<file path="src/rtl/branch_predictor_ctrl_pkg.sv">
// branch_predictor_ctrl_pkg: shared encodings and helpers for the branch prediction path
package branch_predictor_ctrl_pkg;
  localparam logic [1:0] CNT_RESET = 2'b01;
  typedef enum logic [1:0] {BT_NONE = 2'b00, BT_ZERO = 2'b01, BT_POS = 2'b10, BT_CARRY = 2'b11} branch_type_e;
  typedef enum logic [1:0] {ST_RUN = 2'b00, ST_FLUSH = 2'b01, ST_REDIRECT = 2'b10} state_e;
  function automatic logic [1:0] sat_update(input logic [1:0] c, input logic inc);
    return inc ? ((c == 2'b11) ? c : c + 2'b01) : ((c == 2'b00) ? c : c - 2'b01);
  endfunction
endpackage

</file>
<file path="src/rtl/branch_predictor_ctrl_if.sv">
// branch_predictor_ctrl_if: fetch, resolve and redirect signals between pipeline and predictor
interface branch_predictor_ctrl_if #(parameter int ADDR_W = 11, parameter int CNT_W = 16);
  logic              fetch_valid;
  logic              fetch_is_branch;
  logic [ADDR_W-1:0] fetch_addr;
  logic              predict_taken;
  logic              resolve_valid;
  logic [ADDR_W-1:0] resolve_addr;
  logic [1:0]        branch_type;
  logic              prediction_failed;
  logic              branch_result;
  logic [ADDR_W-1:0] failback_addr;
  logic              flush;
  logic              stall_fetch;
  logic              redirect_valid;
  logic [ADDR_W-1:0] redirect_addr;
  logic [CNT_W-1:0]  mispredict_count;
  modport master (
    output fetch_valid, fetch_is_branch, fetch_addr, resolve_valid, resolve_addr,
           branch_type, prediction_failed, branch_result, failback_addr,
    input  predict_taken, flush, stall_fetch, redirect_valid, redirect_addr, mispredict_count
  );
  modport slave (
    input  fetch_valid, fetch_is_branch, fetch_addr, resolve_valid, resolve_addr,
           branch_type, prediction_failed, branch_result, failback_addr,
    output predict_taken, flush, stall_fetch, redirect_valid, redirect_addr, mispredict_count
  );
endinterface

</file>
<file path="src/rtl/bp_counter_table.sv">
// bp_counter_table: 2-bit saturating counter array, async read, single saturating-update write
module bp_counter_table
  import branch_predictor_ctrl_pkg::*;
#(
  parameter int IDX_W = 5
) (
  input  logic             clk,
  input  logic             rst_n,
  input  logic [IDX_W-1:0] rd_idx,
  output logic             rd_taken,
  input  logic             wr_en,
  input  logic [IDX_W-1:0] wr_idx,
  input  logic             wr_inc
);
  logic [1:0] cnt_q [2**IDX_W];
  logic [1:0] cnt_d [2**IDX_W];
  always_comb begin
    cnt_d = cnt_q;
    if (wr_en) cnt_d[wr_idx] = sat_update(cnt_q[wr_idx], wr_inc);
  end
  always_ff @(posedge clk or negedge rst_n) begin
    if (!rst_n) for (int i = 0; i < 2**IDX_W; i++) cnt_q[i] <= CNT_RESET;
    else cnt_q <= cnt_d;
  end
  // reads the registered array only, so a same-cycle write is not bypassed
  assign rd_taken = cnt_q[rd_idx][1];
endmodule

</file>
<file path="src/rtl/branch_predictor_ctrl.sv">
// branch_predictor_ctrl: prediction lookup, table training and mispredict flush/redirect sequencing
module branch_predictor_ctrl
  import branch_predictor_ctrl_pkg::*;
#(
  parameter int ADDR_W       = 11,
  parameter int IDX_W        = 5,
  parameter int FLUSH_CYCLES = 2,
  parameter int CNT_W        = 16
) (
  input logic                   clk,
  input logic                   rst_n,
  branch_predictor_ctrl_if.slave bus
);
  localparam int TMR_W = (FLUSH_CYCLES > 1) ? $clog2(FLUSH_CYCLES) : 1;
  state_e            state_q, state_d;
  logic [TMR_W-1:0]  tmr_q, tmr_d;
  logic              flush_q, flush_d, stall_q, stall_d, redir_q, redir_d;
  logic [ADDR_W-1:0] raddr_q, raddr_d;
  logic [CNT_W-1:0]  mcnt_q, mcnt_d;
  logic              accept, fetch_taken;
  logic              unused_ok;
  assign accept = bus.resolve_valid && (bus.branch_type != BT_NONE) && (state_q == ST_RUN);
  bp_counter_table #(.IDX_W(IDX_W)) u_table (
    .clk     (clk),
    .rst_n   (rst_n),
    .rd_idx  (bus.fetch_addr[IDX_W-1:0]),
    .rd_taken(fetch_taken),
    .wr_en   (accept),
    .wr_idx  (bus.resolve_addr[IDX_W-1:0]),
    .wr_inc  (bus.branch_result)
  );
  always_comb begin
    state_d = state_q;
    tmr_d   = tmr_q;
    raddr_d = raddr_q;
    mcnt_d  = mcnt_q;
    case (state_q)
      ST_RUN: if (accept && bus.prediction_failed) begin
        state_d = ST_FLUSH;
        tmr_d   = TMR_W'(FLUSH_CYCLES - 1);
        raddr_d = bus.failback_addr;
        mcnt_d  = mcnt_q + CNT_W'(mcnt_q != '1);
      end
      ST_FLUSH: begin
        state_d = (tmr_q == '0) ? ST_REDIRECT : ST_FLUSH;
        tmr_d   = (tmr_q == '0) ? tmr_q : tmr_q - TMR_W'(1);
      end
      default: state_d = ST_RUN;
    endcase
    // outputs are flopped decodes of the next state so they come straight off registers
    flush_d = (state_d == ST_FLUSH);
    redir_d = (state_d == ST_REDIRECT);
    stall_d = flush_d | redir_d;
  end
  always_ff @(posedge clk or negedge rst_n) begin
    if (!rst_n) begin
      state_q <= ST_RUN;
      tmr_q   <= '0;
      flush_q <= 1'b0;
      stall_q <= 1'b0;
      redir_q <= 1'b0;
      raddr_q <= '0;
      mcnt_q  <= '0;
    end else begin
      state_q <= state_d;
      tmr_q   <= tmr_d;
      flush_q <= flush_d;
      stall_q <= stall_d;
      redir_q <= redir_d;
      raddr_q <= raddr_d;
      mcnt_q  <= mcnt_d;
    end
  end
  assign bus.predict_taken    = bus.fetch_valid & bus.fetch_is_branch & ~stall_q & fetch_taken;
  assign bus.flush            = flush_q;
  assign bus.stall_fetch      = stall_q;
  assign bus.redirect_valid   = redir_q;
  assign bus.redirect_addr    = raddr_q;
  assign bus.mispredict_count = mcnt_q;
  assign unused_ok = ^{bus.fetch_addr[ADDR_W-1:IDX_W], bus.resolve_addr[ADDR_W-1:IDX_W]};
endmodule
</file>
<file path="src/flat_wrapper.sv">
// flat-port wrapper written by rule: the top's interface ports become plain ports
module branch_predictor_ctrl_flat import branch_predictor_ctrl_pkg::*;
#(
  parameter int ADDR_W       = 11,
  parameter int IDX_W        = 5,
  parameter int FLUSH_CYCLES = 2,
  parameter int CNT_W        = 16
)
  (clk, rst_n, bus_fetch_valid, bus_fetch_is_branch, bus_fetch_addr, bus_resolve_valid, bus_resolve_addr, bus_branch_type, bus_prediction_failed, bus_branch_result, bus_failback_addr, bus_predict_taken, bus_flush, bus_stall_fetch, bus_redirect_valid, bus_redirect_addr, bus_mispredict_count);
  branch_predictor_ctrl_if #(.ADDR_W(ADDR_W), .CNT_W(CNT_W)) bus_i ();
  input logic clk;
  input logic rst_n;
  input wire logic [$bits(bus_i.fetch_valid)-1:0] bus_fetch_valid;
  input wire logic [$bits(bus_i.fetch_is_branch)-1:0] bus_fetch_is_branch;
  input wire logic [$bits(bus_i.fetch_addr)-1:0] bus_fetch_addr;
  input wire logic [$bits(bus_i.resolve_valid)-1:0] bus_resolve_valid;
  input wire logic [$bits(bus_i.resolve_addr)-1:0] bus_resolve_addr;
  input wire logic [$bits(bus_i.branch_type)-1:0] bus_branch_type;
  input wire logic [$bits(bus_i.prediction_failed)-1:0] bus_prediction_failed;
  input wire logic [$bits(bus_i.branch_result)-1:0] bus_branch_result;
  input wire logic [$bits(bus_i.failback_addr)-1:0] bus_failback_addr;
  output wire logic [$bits(bus_i.predict_taken)-1:0] bus_predict_taken;
  output wire logic [$bits(bus_i.flush)-1:0] bus_flush;
  output wire logic [$bits(bus_i.stall_fetch)-1:0] bus_stall_fetch;
  output wire logic [$bits(bus_i.redirect_valid)-1:0] bus_redirect_valid;
  output wire logic [$bits(bus_i.redirect_addr)-1:0] bus_redirect_addr;
  output wire logic [$bits(bus_i.mispredict_count)-1:0] bus_mispredict_count;
  assign bus_i.fetch_valid = bus_fetch_valid;
  assign bus_i.fetch_is_branch = bus_fetch_is_branch;
  assign bus_i.fetch_addr = bus_fetch_addr;
  assign bus_i.resolve_valid = bus_resolve_valid;
  assign bus_i.resolve_addr = bus_resolve_addr;
  assign bus_i.branch_type = bus_branch_type;
  assign bus_i.prediction_failed = bus_prediction_failed;
  assign bus_i.branch_result = bus_branch_result;
  assign bus_i.failback_addr = bus_failback_addr;
  assign bus_predict_taken = bus_i.predict_taken;
  assign bus_flush = bus_i.flush;
  assign bus_stall_fetch = bus_i.stall_fetch;
  assign bus_redirect_valid = bus_i.redirect_valid;
  assign bus_redirect_addr = bus_i.redirect_addr;
  assign bus_mispredict_count = bus_i.mispredict_count;
  branch_predictor_ctrl #(.ADDR_W(ADDR_W), .IDX_W(IDX_W), .FLUSH_CYCLES(FLUSH_CYCLES), .CNT_W(CNT_W)) u_core (.clk(clk), .rst_n(rst_n), .bus(bus_i));
endmodule
</file>
<file path="config.mk">
export PLATFORM = sky130hd
export DESIGN_NAME = branch_predictor_ctrl_flat
export DESIGN_NICKNAME = d
export VERILOG_FILES = /design/src/rtl/branch_predictor_ctrl_pkg.sv /design/src/rtl/branch_predictor_ctrl_if.sv /design/src/rtl/bp_counter_table.sv /design/src/rtl/branch_predictor_ctrl.sv /design/src/flat_wrapper.sv
export SDC_FILE = /design/constraint.sdc
export NUM_CORES = 1
export LEC_CHECK = 0
export CORE_UTILIZATION = 40
export CTS_BUF_LIST = sky130_fd_sc_hd__clkbuf_4 sky130_fd_sc_hd__clkbuf_8 sky130_fd_sc_hd__clkbuf_16
export CTS_CLUSTER_SIZE = 40
export DETAILED_ROUTE_END_ITERATION = 6
export PLACE_DENSITY = 0.63
export SLEW_MARGIN = 25
export SYNTH_ARGS = -nofsm -noshare
export SYNTH_HDL_FRONTEND = slang
export SYNTH_SLANG_ARGS = --single-unit
</file>
<file path="constraint.sdc">
create_clock -name clk -period 2.6 [get_ports clk]
set_clock_uncertainty 0.2 [all_clocks]
set_input_delay 0.52 -clock clk [delete_from_list [all_inputs] [get_ports clk]]
set_output_delay 0.52 -clock clk [all_outputs]
set_load 0.01 [all_outputs]
</file>
==> impl_metrics.ini <==
[critical_path]
required_ps = 1880
crit_arrival_ps = 2210
startpoint = u_core.u_table.cnt_q[9]
crit_slowest_cell = mux4_2
crit_path_end_kind = primary output
slowest_delay_ps = 480
r2r-start = u_core.u_table.cnt_q[9]
path_common_cell = mux4_2
endpoint = bus_predict_taken
reg2reg_depth = 8
r2r_slack_ps = 360
start_kind = flop
crit_path_cell_trace = mux4_2 -> mux4_2 -> mux2i_1 -> buf_4 -> nor3_2 -> buf_2
rr_endpoint = u_core.u_table.cnt_q[17]
crit_fanout = 2
crit_type = reg2out

[floorplanning]
initial_core_util_pct = 41.7
core_area_um2 = 11600
io_pins = 73
dieArea_um2 = 12500
rows = 39
die_h_um = 112
die_x_um = 112

[timing]
hold_viol = 0
timing.final.crit_share_pct = 113
tns_ps = -327
tightest_slew_ps = 549
finalMaxSlewViolations = 0
period_needed_ps = 2930
fmax_mhz = 342
rsz0062_at_grt = true
worst_slack_ps = -327
setup_viol_count_final = 1
relSlewSlack_pct = 63.4

[grt]
top_usage_layer = met2
grt_overflow = 0
met3_usage_pct = 4.68
grt_use_total_pct = 21.1
grt_start_max_net_pins = 41
grt_pass1_wl_mm = 20.2
grt_pass1_vias = 3949
grt_antenna_before_repair = 0
grt_use_met1_pct = 28.5
use_met2_pct = 33.0

[cells_and_area]
nets = 646
post-route-util_pct = 55.1
antenna_cells = 0
drive_gt1_share_pct = 25.6
areaGrowthSynthToFinish_pct = 32.4
final_cells = 748

[logic_synthesis]
yosysUniqueCellTypes = 42
syn_inst = 480
seq_area_frac_synth_pct = 51.0
ys_seq_elements = 97
syn_avg_cell_area_um2 = 10.1
synth_nets = 526
syn_area_um2 = 4840
yosys_warnings = 0

[pwr]
peakVddDrop_mv = 0.498
p_total_mw = 4.86
p_leak_nw = 2.77
cellPowerDensity_nw_per_um2 = 759

[clock_tree]
cts.sinks = 97
cts-root-buf = clkbuf_16
cts_tree = done
cts_inserted_buffers = 9
cts.path.max_buffers = 2
postCtsSetupBuffers = 0
cts_htree_levels = 3
insertion_delay_ps = 350
clkSlewWorstSetupHoldPaths_ps = 70

[outcome]
violations = DRC, setup timing
status = finished with violations

[routing]
viasPerCell = 5.29
drt-wirelength-per-cell_um = 16.3
drc = 2
drt-pass1-iter-count = 6
drtIter0Drc = 261
via_count = 3960
postRouteAntennaNets = 0
wl_mm = 12.2

[placement]
gp_congestion = 0.981
dp_cells = 731
dpl_worst_slack_ps = -1110
io_buffers = 60
dp_hpwl_mm = 9.22

[job]
maxCapViolations = 0

[min_path]
hold_path.class = reg2reg
## cells by family after synthesis
group	count (synthesis)	share of synthesized area, %
XOR/XNOR	14	2.53
AO/OA/AOI/OAI	82	9.98
buffers and inverters	25	3.52
adder cells (fa/ha/maj)	6	1.50
AND/OR/NAND/NOR	212	19.7
flip-flops	97	51.0
multiplexers	44	11.7
## how the worst min path moves through the flow
stage,startpoint,end,slack [ps],cells after the start
after detailed placement,u_core.u_table.cnt_q[22],u_core.u_table.cnt_q[22],250,2
after CTS,u_core.u_table.cnt_q[22],u_core.u_table.cnt_q[22],260,2
final,u_core.u_table.cnt_q[22],u_core.u_table.cnt_q[22],260,2
after global placement,u_core.u_table.cnt_q[22],u_core.u_table.cnt_q[22],250,2
after floorplan,rst_n,u_core.bus.flush,20,0
after global routing,u_core.u_table.cnt_q[0],u_core.u_table.cnt_q[0],280,2
## stage by stage
step	hold slack, ps	cell area (µm²)
6_report	260	6400
2_1_floorplan	24.4	4840
3_5_place_dp	255	6030
4_1_cts	264	6360
5_1_grt	283	6400
3_3_place_gp	251	6030
## final cells by class
type,count,area [µm²]
well taps,143,179
flip-flops and latches,97,2470
clock inverters,6,67.6
clock buffers,10,233
repair buffers,130,1200
inverters,4,15.0
multi-input cells,358,2240
fillers,1053,5210
## routing by layer
layer,vias to the layer above,wire length [µm]
li1,1912,-
met4,0,254
met2,133,5510
met3,19,870
met5,-,0
met1,1896,5560
## cells in the final DEF (no fill, tap or decap), drive strengths merged, types with 5 or more instances in the layout
| cell | n |
|---|---|
| nand2 | 147 |
| buf | 72 |
| o21ai | 66 |
| dfrtp | 65 |
| clkdlybuf4s50 | 51 |
| mux2i | 33 |
| dfstp | 32 |
| xnor2 | 11 |
| clkbuf | 11 |
| mux4 | 10 |
| o22ai | 8 |
| nand3 | 7 |
| nor2 | 7 |
| nand4 | 7 |
| nor3 | 7 |
| nor2b | 6 |
| inv | 5 |
## state kept, by name, indices dropped and copies added (netlist names)
| register | count |
|---|---|
| u_core.bus.stall_fetch | 1 |
| u_core.state_q | 2 |
| u_core.u_table.cnt_q | 64 |
| u_core.bus.redirect_addr | 11 |
| u_core.tmr_q | 1 |
| u_core.bus.redirect_valid | 1 |
| u_core.bus.mispredict_count | 16 |
| u_core.bus.flush | 1 |
## Yosys cell counts (all sizes together)
library cell / n / share of area (%)
and4: 1 / 0.18
nor3b: 4 / 0.62
nor4: 3 / 0.39
or3b: 3 / 0.54
nor4b: 2 / 0.49
and3: 3 / 0.39
nor2b: 6 / 0.78
dfrtp: 65 / 34
o32ai: 2 / 0.36
nor2: 7 / 0.54
nand2b: 4 / 0.52
maj3: 2 / 0.47
xnor2: 11 / 2.0
nand3b: 4 / 0.62
and2: 4 / 0.52
mux2i: 33 / 6.8
ha: 4 / 1.0
nand4: 7 / 0.91
nand3: 7 / 0.72
mux4: 10 / 4.7
mux2: 1 / 0.23
or2: 1 / 0.13
o21ai: 66 / 7.6
or3: 2 / 0.26
o21a: 1 / 0.16
o22ai: 8 / 1.0
xor2: 3 / 0.54
nand2: 147 / 11
a21oi: 1 / 0.10
inv: 4 / 0.31
dfstp: 32 / 17
o221ai: 4 / 0.72
nor3: 7 / 0.72
clkbuf: 6 / 0.47
buf: 15 / 2.7
## report_power, final
group	switching [mW]	leakage [nW]	internal (mW)	total (mW)
clock	0.573	0.142	0.759	1.33
sequential	0.244	1.20	1.90	2.15
combinational	0.649	1.42	0.732	1.38
total	1.47	2.77	3.40	4.86
## repair_timing
action,4_1_cts,5_1_grt
hold buffers,1,0
pin swaps,2,3
setup endpoints to repair,64,59
hold endpoints to repair,23,0
resized for setup,18,12
## critical path, delay by kind of cell, from the launching register on
family / cells / cell delay (ps)
simple gates: 1 / 40
flops: 1 / 420
mux: 3 / 1110
buf+inv: 2 / 300
Power figures use the tool's default switching activity.
==> RTL edit 1, RTL diff (config.mk and constraints unchanged) <==
Register the output `bus.predict_taken`; this adds one clock of latency there.
--- a/src/rtl/branch_predictor_ctrl.sv
+++ b/src/rtl/branch_predictor_ctrl.sv
@@ -72,5 +72,7 @@
     end
   end
-  assign bus.predict_taken    = bus.fetch_valid & bus.fetch_is_branch & ~stall_q & fetch_taken;
+  always_ff @(posedge clk) begin
+    bus.predict_taken <= bus.fetch_valid & bus.fetch_is_branch & ~stall_q & fetch_taken;
+  end
   assign bus.flush            = flush_q;
   assign bus.stall_fetch      = stall_q;
Check against the original RTL: not equivalent (a bounded check fails within 4 cycles, from zero or initial values and one cycle with rst_n low).
==> RTL edit 1 against the original RTL <==
Worst setup slack improved by 0.40 ns; design area fell by 2.4%; routed wire length rose by 0.87%; area after synthesis rose by 0.41%; largest cell class unchanged; critical path type is now input pin to flop; sequential cell count rose by 1; non-clock buffer count fell by 31; the run ends with design-rule violations left; total power fell by 1.1%; cell count fell by 4.0%.
==> RTL edit 1: results (changes against the original RTL) <==
| Metric | Value |
|---|---|
| Worst-Margin Slew | `0.5155 ns (was 0.5489 ns)` |
| Leakage dissipation | `0.002632 µW (was 0.002766 µW)` |
| Crit Path Max Fanout | `16 (was 2)` |
| Post-synthesis async set-or-reset flop share | `98.98% (was 100.0%)` |
| Number of remaining DRC errors | `2 (unchanged)` |
| Final Routed Wirelength | `12.30 mm (was 12.19 mm)` |
| Most flop-heavy register | `u_core.u_table.cnt_q (unchanged)` |
| Cells after DPL | `700 (was 731)` |
| Worst hold path depth | `1 (was 2)` |
| Post-DP HPWL | `8.681 mm (was 9.216 mm)` |
| Fill count | `1054 (was 1053)` |
| Flip-flop cell with the highest count after synthesis | `dfrtp_1 (unchanged)` |
| Gate Count Post-Synth | `481 (was 480)` |
| Xor-xnor portion of the synthesized cell area | `2.524% (was 2.535%)` |
| Result of the run | `complete, but fails checks (unchanged)` |
| Wire length of the first global-routing pass | `20.53 mm (was 20.17 mm)` |
| Length in cells of the worst reg-to-reg path | `7 (was 8)` |
| Failing checks | `design-rule violations (was design-rule violations, negative setup slack)` |
| Sequential share of power | `44.9% (was 44.2%)` |
| Area fraction in compound gates after synthesis | `9.943% (was 9.984%)` |
| Data arrival time at the worst-slack endpoint | `2.60 ns (was 2.21 ns)` |
| Routability-driven placement congestion ratio | `0.8984 (was 0.9811)` |
| Cell with the biggest individual delay on the critical path | `or3_1 (was mux4_2)` |
| Arithmetic-cell share of the synthesized area counting full adders, half adders and majority gates | `1.494% (was 1.500%)` |
| Cell class contributing the biggest share of worst-path delay | `buffers and inverters (was multiplexers)` |
| Power Combinational | `1310 µW (was 1380 µW)` |
| Final Non-Filler Cells | `718 (was 748)` |
| Drt first-iter violations | `232 (was 261)` |
| Net count after synthesis | `527 (was 526)` |
| Largest net degree at the start of global routing | `56 (was 41)` |
| Main area contributors after synthesis | `dfrtp_1 33%, dfstp_2 17%, nand2_1 11% (was dfrtp_1 34%, dfstp_2 17%, nand2_1 11%)` |
| Maximum cell stage delay along the critical path | `0.38 ns (was 0.48 ns)` |
| Via count of the first global-routing pass | `3986 (was 3949)` |
| Total CTS buffers | `9 (unchanged)` |
| Number of warning messages in the yosys log | `0 (unchanged)` |
| Aggregate global-route resource usage | `21.48% (was 21.06%)` |
| Iteration count of the initial detailed-routing pass | `6 (unchanged)` |
| Portion of the post-synthesis area used by sequential elements | `51.21% (was 51.01%)` |
| Resized Gates After CTS | `7 (was 18)` |
| Total net switching power | `1456 µW (was 1466 µW)` |
| Count of different cell masters after synthesis | `43 (was 42)` |
| Maximum buffer depth of the clock tree | `2 (unchanged)` |
| Antenna fix cells | `0 (unchanged)` |
| Post-layout nets | `616 (was 646)` |
| Detail-routed via count per cell | `5.350 (was 5.294)` |
| Mux contribution to synthesized area | `11.67% (was 11.72%)` |
| IR Drop Worst-Case VDD | `440.0 µV (was 497.6 µV)` |
| Share of cells above drive strength 1 | `21.39% (was 25.62%)` |
RTL edit 1: cell types whose count changed after synthesis, sizes merged:
cell	before	now
dfxtp	0	1
RTL edit 1: layout make-up:
class,instances,area [µm²],share of cell area (%)
Inverter,4,15.01,0.2404
Clock inverter,5,56.30,0.9014
Sequential cell,98,2487,39.82
Tap cell,143,178.9,2.865
Multi-Input combinational cell,358,2246,35.96
Timing Repair Buffer,99,1022,16.37
Clock buffer,11,240.2,3.846
RTL edit 1: final timing paths:
kind | start | slack [ns] | endpoint
setup / recovery | bus_resolve_addr[3] | 0.07 | u_core.u_table.cnt_q[38]
hold / removal | u_core.bus.stall_fetch | 0.23 | u_core.bus.predict_taken
setup reg to reg | u_core.u_table.cnt_q[20] | 0.40 | u_core.u_table.cnt_q[38]
hold reg to reg | u_core.bus.stall_fetch | 0.23 | u_core.bus.predict_taken
max in group asynchronous | rst_n | 1.18 | u_core.u_table.cnt_q[2]
min in group asynchronous | rst_n | 0.34 | u_core.u_table.cnt_q[45]
RTL edit 1: metal layers:
metal / vias up / global-route usage [%] / wire length, µm
li1: 1864 / - / -
met1: 1855 / 28.84 / 5529
met2: 105 / 33.58 / 5708
met3: 17 / 5.292 / 803
met4: 0 / 8.444 / 257
met5: - / 0 / 0
RTL edit 1: through the flow:
step	setup TNS [ns]	total power, µW	setup WS [ns]	hold WS (ns)	area, µm²
3_5_place_dp	-27.68	3454	-0.4619	0.1676	5864
6_report	0	4808	0.06984	0.2299	6246
3_3_place_gp	-24.52	3412	-0.4164	0.1646	5864
2_1_floorplan	0	2807	0.1501	0.02441	4857
4_1_cts	0	4856	0.01122	0.2385	6221
5_1_grt	-0.002079	5098	-0.002079	0.2776	6246
==> RTL edit 2, RTL diff (same settings) <==
Made on the original files. `CNT_W` is set to 16 in 3 places; all go to 18.
--- a/src/rtl/branch_predictor_ctrl_if.sv
+++ b/src/rtl/branch_predictor_ctrl_if.sv
@@ -1,4 +1,4 @@
 // branch_predictor_ctrl_if: fetch, resolve and redirect signals between pipeline and predictor
-interface branch_predictor_ctrl_if #(parameter int ADDR_W = 11, parameter int CNT_W = 16);
+interface branch_predictor_ctrl_if #(parameter int ADDR_W = 11, parameter int CNT_W = 18);
   logic              fetch_valid;
   logic              fetch_is_branch;
--- a/src/rtl/branch_predictor_ctrl.sv
+++ b/src/rtl/branch_predictor_ctrl.sv
@@ -6,5 +6,5 @@
   parameter int IDX_W        = 5,
   parameter int FLUSH_CYCLES = 2,
-  parameter int CNT_W        = 16
+  parameter int CNT_W        = 18
 ) (
   input logic                   clk,
--- a/src/flat_wrapper.sv
+++ b/src/flat_wrapper.sv
@@ -5,5 +5,5 @@
   parameter int IDX_W        = 5,
   parameter int FLUSH_CYCLES = 2,
-  parameter int CNT_W        = 16
+  parameter int CNT_W        = 18
 )
   (clk, rst_n, bus_fetch_valid, bus_fetch_is_branch, bus_fetch_addr, bus_resolve_valid, bus_resolve_addr, bus_branch_type, bus_prediction_failed, bus_branch_result, bus_failback_addr, bus_predict_taken, bus_flush, bus_stall_fetch, bus_redirect_valid, bus_redirect_addr, bus_mispredict_count);
Interface: changed (resized bus_mispredict_count); port bits go from 73 to 75. No check against the original RTL was run, so the function may have changed too.
==> RTL edit 2 against the original RTL <==
The flow finishes with violations (negative setup slack); non-clock buffer count increased by 21; core utilization increased by 2.0 points; via count increased by 4.6%; sequential cell count increased by 2; sequential share of layout area decreased by 2.5 points; worst setup slack improved by 0.031 ns; first-iteration DRC count increased by 20%; design area increased by 9.0%; count of clock-buffer cells in the layout increased by 1; total power increased by 17%; routed wire length increased by 10%; area after synthesis increased by 4.9%.
==> RTL edit 2: results (changes against the original RTL) <==
| Metric | Value |
|---|---|
| Area taken by flip-flops and latches | `0.002517 mm² (was 0.002467 mm²)` |
| Yosys reg bits | `99 (was 97)` |
| Ranking of synthesized cells by instance count | `149 x nand2_1, 67 x dfrtp_1, 32 x dfstp_2 (was 147 x nand2_1, 65 x dfrtp_1, 51 x o21ai_1)` |
| Worst Setup Slack, final | `-0.2958 ns (was -0.3269 ns)` |
| Portion of the layout cell area used by clock cells | `4.212% (was 4.690%)` |
| Routability-driven placement congestion ratio | `0.9873 (was 0.9811)` |
| Failing checks | `negative setup slack (was design-rule violations, negative setup slack)` |
| Final setup violation count | `1 (unchanged)` |
| Met1 global-route usage | `28.78% (was 28.47%)` |
| Met2 layer usage reported by global route | `35.52% (was 32.96%)` |
| Wire length of the first global-routing pass | `21.90 mm (was 20.17 mm)` |
| Launch instance of the worst min-delay path | `u_core.u_table.cnt_q[36] (was u_core.u_table.cnt_q[22])` |
| Data arrival time at the worst-slack endpoint | `2.18 ns (was 2.21 ns)` |
| Result of the run | `complete, but fails checks (unchanged)` |
| Non-clock buffer share | `20.61% (was 18.72%)` |
| Cells after DPL | `787 (was 731)` |
| Aggregate global-route resource usage | `22.30% (was 21.06%)` |
| IR Drop Worst-Case VDD | `578.2 µV (was 497.6 µV)` |
| Post-CTS setup repair buffer count | `3 (was 0)` |
| Met3 layer wire length in the routed design | `911 µm (was 870 µm)` |
| Signal inverters | `10 (was 4)` |
| Wire length on met1 | `6.006 mm (was 5.559 mm)` |
| Placement Cell Area | `0.006465 mm² (was 0.006035 mm²)` |
| Post-layout nets | `682 (was 646)` |
| #MultiIn Comb | `365 (was 358)` |
| Resized Gates After CTS | `20 (was 18)` |
| Largest net degree at the start of global routing | `38 (was 41)` |
| Setup slack of the most critical reg-to-reg path | `0.28 ns (was 0.36 ns)` |
| Maximum cell stage delay along the critical path | `0.51 ns (was 0.48 ns)` |
| Net count after synthesis | `542 (was 526)` |
| Worst-Margin Slew | `0.5014 ns (was 0.5489 ns)` |
| Portion of the post-synthesis area used by sequential elements | `49.61% (was 51.01%)` |
| Endpoint of the worst hold-timing path | `u_core.u_table.cnt_q[36] (was u_core.u_table.cnt_q[22])` |
| Main area contributors after synthesis | `dfrtp_1 33%, dfstp_2 17%, nand2_1 11% (was dfrtp_1 34%, dfstp_2 17%, nand2_1 11%)` |
| Leakage dissipation | `0.003072 µW (was 0.002766 µW)` |
| Count of different cell masters after synthesis | `41 (was 42)` |
| Number of buffer cells added on primary ports | `62 (was 60)` |
| Fill count | `1091 (was 1053)` |
| Share of cells above drive strength 1 | `32.29% (was 25.62%)` |
[RTL edit 2: cell types whose count changed after synthesis, moves of 5 or more]
cell / before / now
buf_2: 4 / 10
buf_6: 9 / 4
inv_1: 4 / 10
nor2_1: 7 / 14
nor2b_1: 6 / 1
o21ai_1: 51 / 31
o21ai_2: 10 / 31
o221ai_1: 4 / 10
[RTL edit 2: cell families (layout without fill, tap and decap cells)]
group / count (synthesis) / in the layout / share of synthesized area, %
fa+ha+maj: 4 / 4 / 0.9862
xor+xnor: 16 / 16 / 2.761
compound gates: 90 / 90 / 12.77
mux: 41 / 41 / 11.05
buf+inv: 32 / 177 / 3.575
simple gates: 214 / 214 / 19.26
flops: 99 / 99 / 49.61
[RTL edit 2: power groups by stage]
stage / registers [µW] / logic (µW) / clock network, µW
floorplan: 2430 / 873 / 0
global placement: 2420 / 1810 / 0
detailed placement: 2440 / 1860 / 0
CTS: 2430 / 1920 / 1350
global route: 2480 / 2130 / 1420
finish: 2430 / 1950 / 1310
